**config.mk**
```make
export PLATFORM = sky130hd
export DESIGN_NAME = reg_read_unit
export DESIGN_NICKNAME = d
export VERILOG_FILES = /design/src/rtl/reg_read_unit.sv
export SDC_FILE = /design/constraint.sdc
export NUM_CORES = 1
export LEC_CHECK = 0
export CORE_MARGIN = 1.5
export CORE_UTILIZATION = 61
export DETAILED_ROUTE_END_ITERATION = 8
export PLACE_DENSITY = 0.92
export SLEW_MARGIN = 20
export SYNTH_ARGS = -nofsm -noshare
export SYNTH_HDL_FRONTEND = slang
export SYNTH_SLANG_ARGS = --single-unit
```
**constraint.sdc**
```tcl
create_clock -name clk -period 1.58 [get_ports clk]
set_input_delay 0.316 -clock clk [delete_from_list [all_inputs] [get_ports clk]]
set_output_delay 0.316 -clock clk [all_outputs]
set_load 0.01 [all_outputs]
```
**src/rtl/reg_read_unit.sv**
```systemverilog
// Register file read side: 16 registers, one-hot write wordline, two registered read ports.
// Optional macro REG_BYPASS_EN forwards same-cycle write data to a matching read port.
module reg_read_unit #(
  parameter int unsigned WIDTH   = 16,
  parameter int unsigned ZERO_R0 = 1
) (
  input  logic             clk,
  input  logic             rst_n,
  input  logic [15:0]      Wordline,
  input  logic [WIDTH-1:0] WriteData,
  input  logic [3:0]       SrcReg1,
  input  logic [3:0]       SrcReg2,
  input  logic             ReadEn,
  output logic [WIDTH-1:0] SrcData1,
  output logic [WIDTH-1:0] SrcData2,
  output logic             ReadValid,
  output logic             WrErr
);

  localparam int unsigned NREGS = 16;

  logic [WIDTH-1:0] regs [NREGS];
  logic             wl_any;
  logic             wl_multi;
  logic [NREGS-1:0] wr_en;
  logic [NREGS-1:0] rd_sel1;
  logic [NREGS-1:0] rd_sel2;
  logic [WIDTH-1:0] rd_data1_c;
  logic [WIDTH-1:0] rd_data2_c;

  // Legal writes are exactly one-hot; R0 writes are dropped when it is hardwired to zero.
  always_comb begin
    wl_any   = |Wordline;
    wl_multi = |(Wordline & (Wordline - 16'd1));
    wr_en    = (wl_any && !wl_multi) ? Wordline : '0;
    if (ZERO_R0 != 0) begin
      wr_en[0] = 1'b0;
    end
  end

  // 4-to-16 read decoders feeding AND-OR read muxes.
  always_comb begin
    rd_sel1    = NREGS'(1) << SrcReg1;
    rd_sel2    = NREGS'(1) << SrcReg2;
    rd_data1_c = '0;
    rd_data2_c = '0;
    for (int i = 0; i < NREGS; i++) begin
      if ((ZERO_R0 == 0) || (i != 0)) begin
        rd_data1_c = rd_data1_c | ({WIDTH{rd_sel1[i]}} & regs[i]);
        rd_data2_c = rd_data2_c | ({WIDTH{rd_sel2[i]}} & regs[i]);
      end
    end
`ifdef REG_BYPASS_EN
    if (|(rd_sel1 & wr_en)) begin
      rd_data1_c = WriteData;
    end
    if (|(rd_sel2 & wr_en)) begin
      rd_data2_c = WriteData;
    end
`endif
  end

  // Storage array.
  always_ff @(posedge clk or negedge rst_n) begin
    if (!rst_n) begin
      for (int i = 0; i < NREGS; i++) begin
        regs[i] <= '0;
      end
    end else begin
      for (int i = 0; i < NREGS; i++) begin
        if (wr_en[i]) begin
          regs[i] <= WriteData;
        end
      end
    end
  end

  // Registered read outputs and sticky wordline error.
  always_ff @(posedge clk or negedge rst_n) begin
    if (!rst_n) begin
      SrcData1  <= '0;
      SrcData2  <= '0;
      ReadValid <= 1'b0;
      WrErr     <= 1'b0;
    end else begin
      ReadValid <= ReadEn;
      if (ReadEn) begin
        SrcData1 <= rd_data1_c;
        SrcData2 <= rd_data2_c;
      end
      if (wl_multi) begin
        WrErr <= 1'b1;
      end
    end
  end

endmodule

```
==> results of run 1 <==
kinds of logic after synthesis:
group | share of synthesized area [%]
simple gates | 8.58
compound gates | 15.7
buf+inv | 3.52
mux | 24.0
flops | 48.1
fa+ha+maj | 0.0703
layer usage:
| layer | GRT usage [%] | GRT overflow |
|---|---|---|
| met1 | 74.6 | 0 |
| met2 | 84.8 | 1 |
| met3 | 64.0 | 0 |
| met4 | 70.1 | 0 |
| met5 | 45.8 | 0 |
stage by stage:
step           cells  setup WS (ps)  TNS, ps
2_1_floorplan   1137          -1110  -233480
3_3_place_gp    1672          -1450  -375560
3_5_place_dp    1673          -1570  -401250
4_1_cts         1777           -630  -133050
what timing repair did:
action,4_1_cts
endpoints found under the setup margin,307
hold buffers,1
gates cloned,15
pin swaps,48
hold endpoints to repair,35
gates resized for setup,224
buffers inserted,41
==> flow_metrics.env, run 1 <==
export IMPL_synth_nets=1180
export IMPL_yosysSeqAreaShare_pct=48.1
export IMPL_avgSynthCellArea_um2=12.5
export IMPL_overflow=1
export IMPL_clockBufferDepth=3
export IMPL_clockRootBuffer="clkbuf_16"
export IMPL_place_area_mm2=0.0171
export IMPL_synth_area_leaders="dfrtp_1, mux2_2, mux2_4"
export IMPL_yosysWarningCount=0
export IMPL_synth_edff_count=0
export IMPL_status="stopped before the end"
export IMPL_gp_congestion=1.11
export IMPL_track_usage_pct=73.8
export IMPL_async_flop_share_pct=100
export IMPL_hpwlAfterDp_mm=37.4
export IMPL_num_io_pins=77
export IMPL_cts_buffers=28
export IMPL_stop_stage="global routing"
export IMPL_rows=55
export IMPL_synth_cells=1137
export IMPL_initial_utilization_pct=62.5
export IMPL_die_y_um=156
export IMPL_yosys_most_used_dff="dfrtp_1"
export IMPL_io_buffer_count=76
export IMPL_grt_start_max_net_pins=74
export IMPL_synth_commonest_cells="dfrtp_1, mux2_2, mux2_4"
export IMPL_ys_types=62
export IMPL_synth_cell_area_mm2=0.0142
export IMPL_h_tree_depth=1
export IMPL_die_x_um=156
export IMPL_yosysTopAreaCell="dfrtp_1"
export IMPL_error="[ERROR GRT-0232] Routing congestion too high. Check the congestion heatmap in the GUI."
export IMPL_synth_top_area_share_pct=48.1
export IMPL_ys_ff_latch=274
export IMPL_synth_most_common_cell="dfrtp_1"
export IMPL_cts_sinks=274
==> run 2, diff against run 1 <==
Settings changed: CORE_UTILIZATION 61 to 40, PLACE_DENSITY 0.92 to not set, PLACE_DENSITY_LB_ADDON set to 0.15.
==> flow_metrics.env, run 2 <==
export IMPL_final_common_cell="dfrtp_1"
export IMPL_synth_top_family_by_area="multiplexers"
export IMPL_cts_tree="yes"
export IMPL_largest_register="regs"
export IMPL_num_io_pins=77
export IMPL_die_x_um=192
export IMPL_power_mw=16.3
export IMPL_cts_clk_slew_worst_paths_ps=60
export IMPL_h_tree_depth=1
export IMPL_crit_chain="clkdlybuf4s15_2 -> buf_6 -> a211o_2 -> o32ai_2 -> o21ai_2 -> nor4_4 -> buf_4 -> buf_12 -> buf_12 -> nand2_8 -> mux2_4"
export IMPL_reg_top3="regs x240, SrcData1 x16, SrcData2 x16"
export IMPL_fin_area_mm2=0.0197
export IMPL_critPathLaunch="Wordline[5]"
export IMPL_finalWorstSetupSlack_ps=-575
export IMPL_worstPathMaxFanout=8
export IMPL_critPathBufInv=5
export IMPL_worstSetupPathType="in -> reg"
export IMPL_crit_path_max_incr_delay_ps=340
export IMPL_place_area_mm2=0.0176
export IMPL_crit_top_cell="buf_12"
export IMPL_avgSynthCellArea_um2=12.5
export IMPL_finalWirelength_mm=60.4
export IMPL_rows=68
export IMPL_power_density_mw_per_mm2=828
export IMPL_vias=12400
export IMPL_seq_area_mm2=0.00686
export IMPL_initial_utilization_pct=40.9
export IMPL_yosysWarningCount=0
export IMPL_antenna_found_initial=0
export IMPL_start_kind="primary input"
export IMPL_synth_commonest_cells="dfrtp_1, mux2_2, mux2_4"
export IMPL_worst_slew_pin_slew_ps=559
export IMPL_synth_most_common_cell="dfrtp_1"
export IMPL_synth_area_leaders="dfrtp_1, mux2_2, mux2_4"
export IMPL_fill_cells=2949
export IMPL_die_y_um=192
export IMPL_grt_pass1_wl_mm=87.5
export IMPL_async_flop_share_pct=100
export IMPL_syn_to_final_growth_pct=38.0
export IMPL_violations="negative setup slack"
export IMPL_holdWs_ps=277
export IMPL_fin_crit_ps=2160
export IMPL_viasPerCell=6.40
export IMPL_clockRootBuffer="clkbuf_16"
export IMPL_dieArea_mm2=0.0368
export IMPL_yosys_most_used_dff="dfrtp_1"
export IMPL_finClkSkew_ps=14.4
export IMPL_cts_sinks=274
export IMPL_gp_congestion=0.938
export IMPL_grt_pass1_vias=12300
export IMPL_ys_ff_latch=274
export IMPL_worstPathArrival_ps=2600
export IMPL_yosysSeqAreaShare_pct=48.1
export IMPL_crit_required_ps=2030
export IMPL_layout_common_cells="dfrtp_1, buf_4, mux2_2, mux2_4, a22oi_1"
export IMPL_crit_family="buffers and inverters"
export IMPL_synth_compound_area_share_pct=15.7
export IMPL_rsz0062_at_grt="yes"
export IMPL_synth_nets=1180
export IMPL_clk_latency_ps=570
export IMPL_core_mm2=0.0348
export IMPL_layout_nets=1508
export IMPL_drv_cap=0
export IMPL_max_vdd_ir_drop_v=0.000901
export IMPL_end_kind="register"
export IMPL_setup_viol=241
export IMPL_hpwlAfterDp_mm=39.2
export IMPL_synth_edff_count=0
export IMPL_postRouteAntennaNets=0
export IMPL_ys_types=62
export IMPL_synth_top_area_share_pct=48.1
export IMPL_drv_slew=0
export IMPL_fin_util_pct=56.5
export IMPL_synth_xor_area_share_pct=0
export IMPL_track_usage_pct=33.3
export IMPL_drc=0
export IMPL_pre_cts_ws_ps=-1490
export IMPL_timing_rr_start="regs[206]"
export IMPL_overflow=0
export IMPL_hold_viol_final=0
export IMPL_drive_gt1_share_pct=48.7
export IMPL_yosys_area_share_simple_pct=8.58
export IMPL_clockBufferDepth=3
export IMPL_hold_class="in -> async"
export IMPL_status="finished, violations left"
export IMPL_grt_start_max_net_pins=46
export IMPL_cp_slowest_cell="mux2_4"
export IMPL_slew_headroom_pct=62.7
export IMPL_cts_buffers=30
export IMPL_yosysTopAreaCell="dfrtp_1"
export IMPL_synthAdderAreaFrac_pct=0.0703
export IMPL_synth_cell_area_mm2=0.0142
export IMPL_p_leak_nw=9.36
export IMPL_max_freq_mhz=464
export IMPL_synth_cells=1137
export IMPL_io_buffer_count=76
export IMPL_first_pass_iters=6
export IMPL_min_period_over_period_pct=136
export IMPL_drt_iter0_drc=1723
export IMPL_multi_input_area_mm2=0.00758
export IMPL_drt_wirelength_per_cell_um=31.1
export IMPL_n_antenna_cell=0
export IMPL_synth_area_mux_share_pct=24.0
export IMPL_largest_reg_flops=240
-- run 2: cell counts after synthesis --
Identical to the previous run, type by type.
-- run 2: kinds of logic after synthesis --
group / count (synthesis)
AOI/OAI and AO/OA: 285
DFF: 274
muxes: 273
and+or+nand+nor: 211
buffers and inverters: 93
adders and majority gates: 1
-- run 2: worst paths after layout --
check | end | slack (ps) | cells after the start
min | regs[70] | 280 | 2
max | regs[91] | -580 | 11
max reg2reg | SrcData2[14] | 50 | 6
min reg2reg | WrErr | 470 | 1
min in group clk | ReadValid | 280 | 2
max in group asynchronous | regs[99] | 710 | 3
-- run 2: final cells by class --
class / instances / area share [%]
repair buffers: 377 / 18.4
multi-input cells: 779 / 38.5
flip-flops and latches: 274 / 34.9
inverters: 3 / 0.0573
clock buffers: 46 / 4.64
clock inverters: 7 / 0.573
well taps: 455 / 2.90
-- run 2: through the flow --
| stage | TNS [ps] | instances |
|---|---|---|
| 4_1_cts | -102030 | 1928 |
| 5_1_grt | -136100 | 1941 |
| 2_1_floorplan | -233480 | 1137 |
| 3_3_place_gp | -381030 | 1835 |
| 3_5_place_dp | -375330 | 1835 |
| 6_report | -119460 | 1941 |
-- run 2: layer usage --
layer  track usage [%]  vias up  share of wire (%)
met2              50.4      810                 44
met1              45.7     6296                 40
met4              16.1        0                5.7
met5                 0        -                  0
li1                  -     5111                  -
met3              6.36      215                 11
-- run 2: power by group --
part | leakage [nW] | switching [mW] | internal (mW)
registers | 3.77 | 0.0460 | 7.09
logic | 5.08 | 1.06 | 0.737
clock network | 0.502 | 2.92 | 4.42
-- run 2: worst register-to-register path: stages (launching register included) --
cell,delay [ps]
dfrtp_1,410
mux2_2,280
a22oi_1,200
nand3_1,110
a211oi_2,200
buf_4,140
a21oi_1,50
-- run 2: timing repair --
item	CTS	global route
setup buffers	29	15
gates resized for setup	177	45
setup endpoints to repair	307	272
endpoints found under the hold margin	33	0
hold buffers	1	0
cloned	12	1
pin swaps	40	17
(Power assumes the default switching activity.)
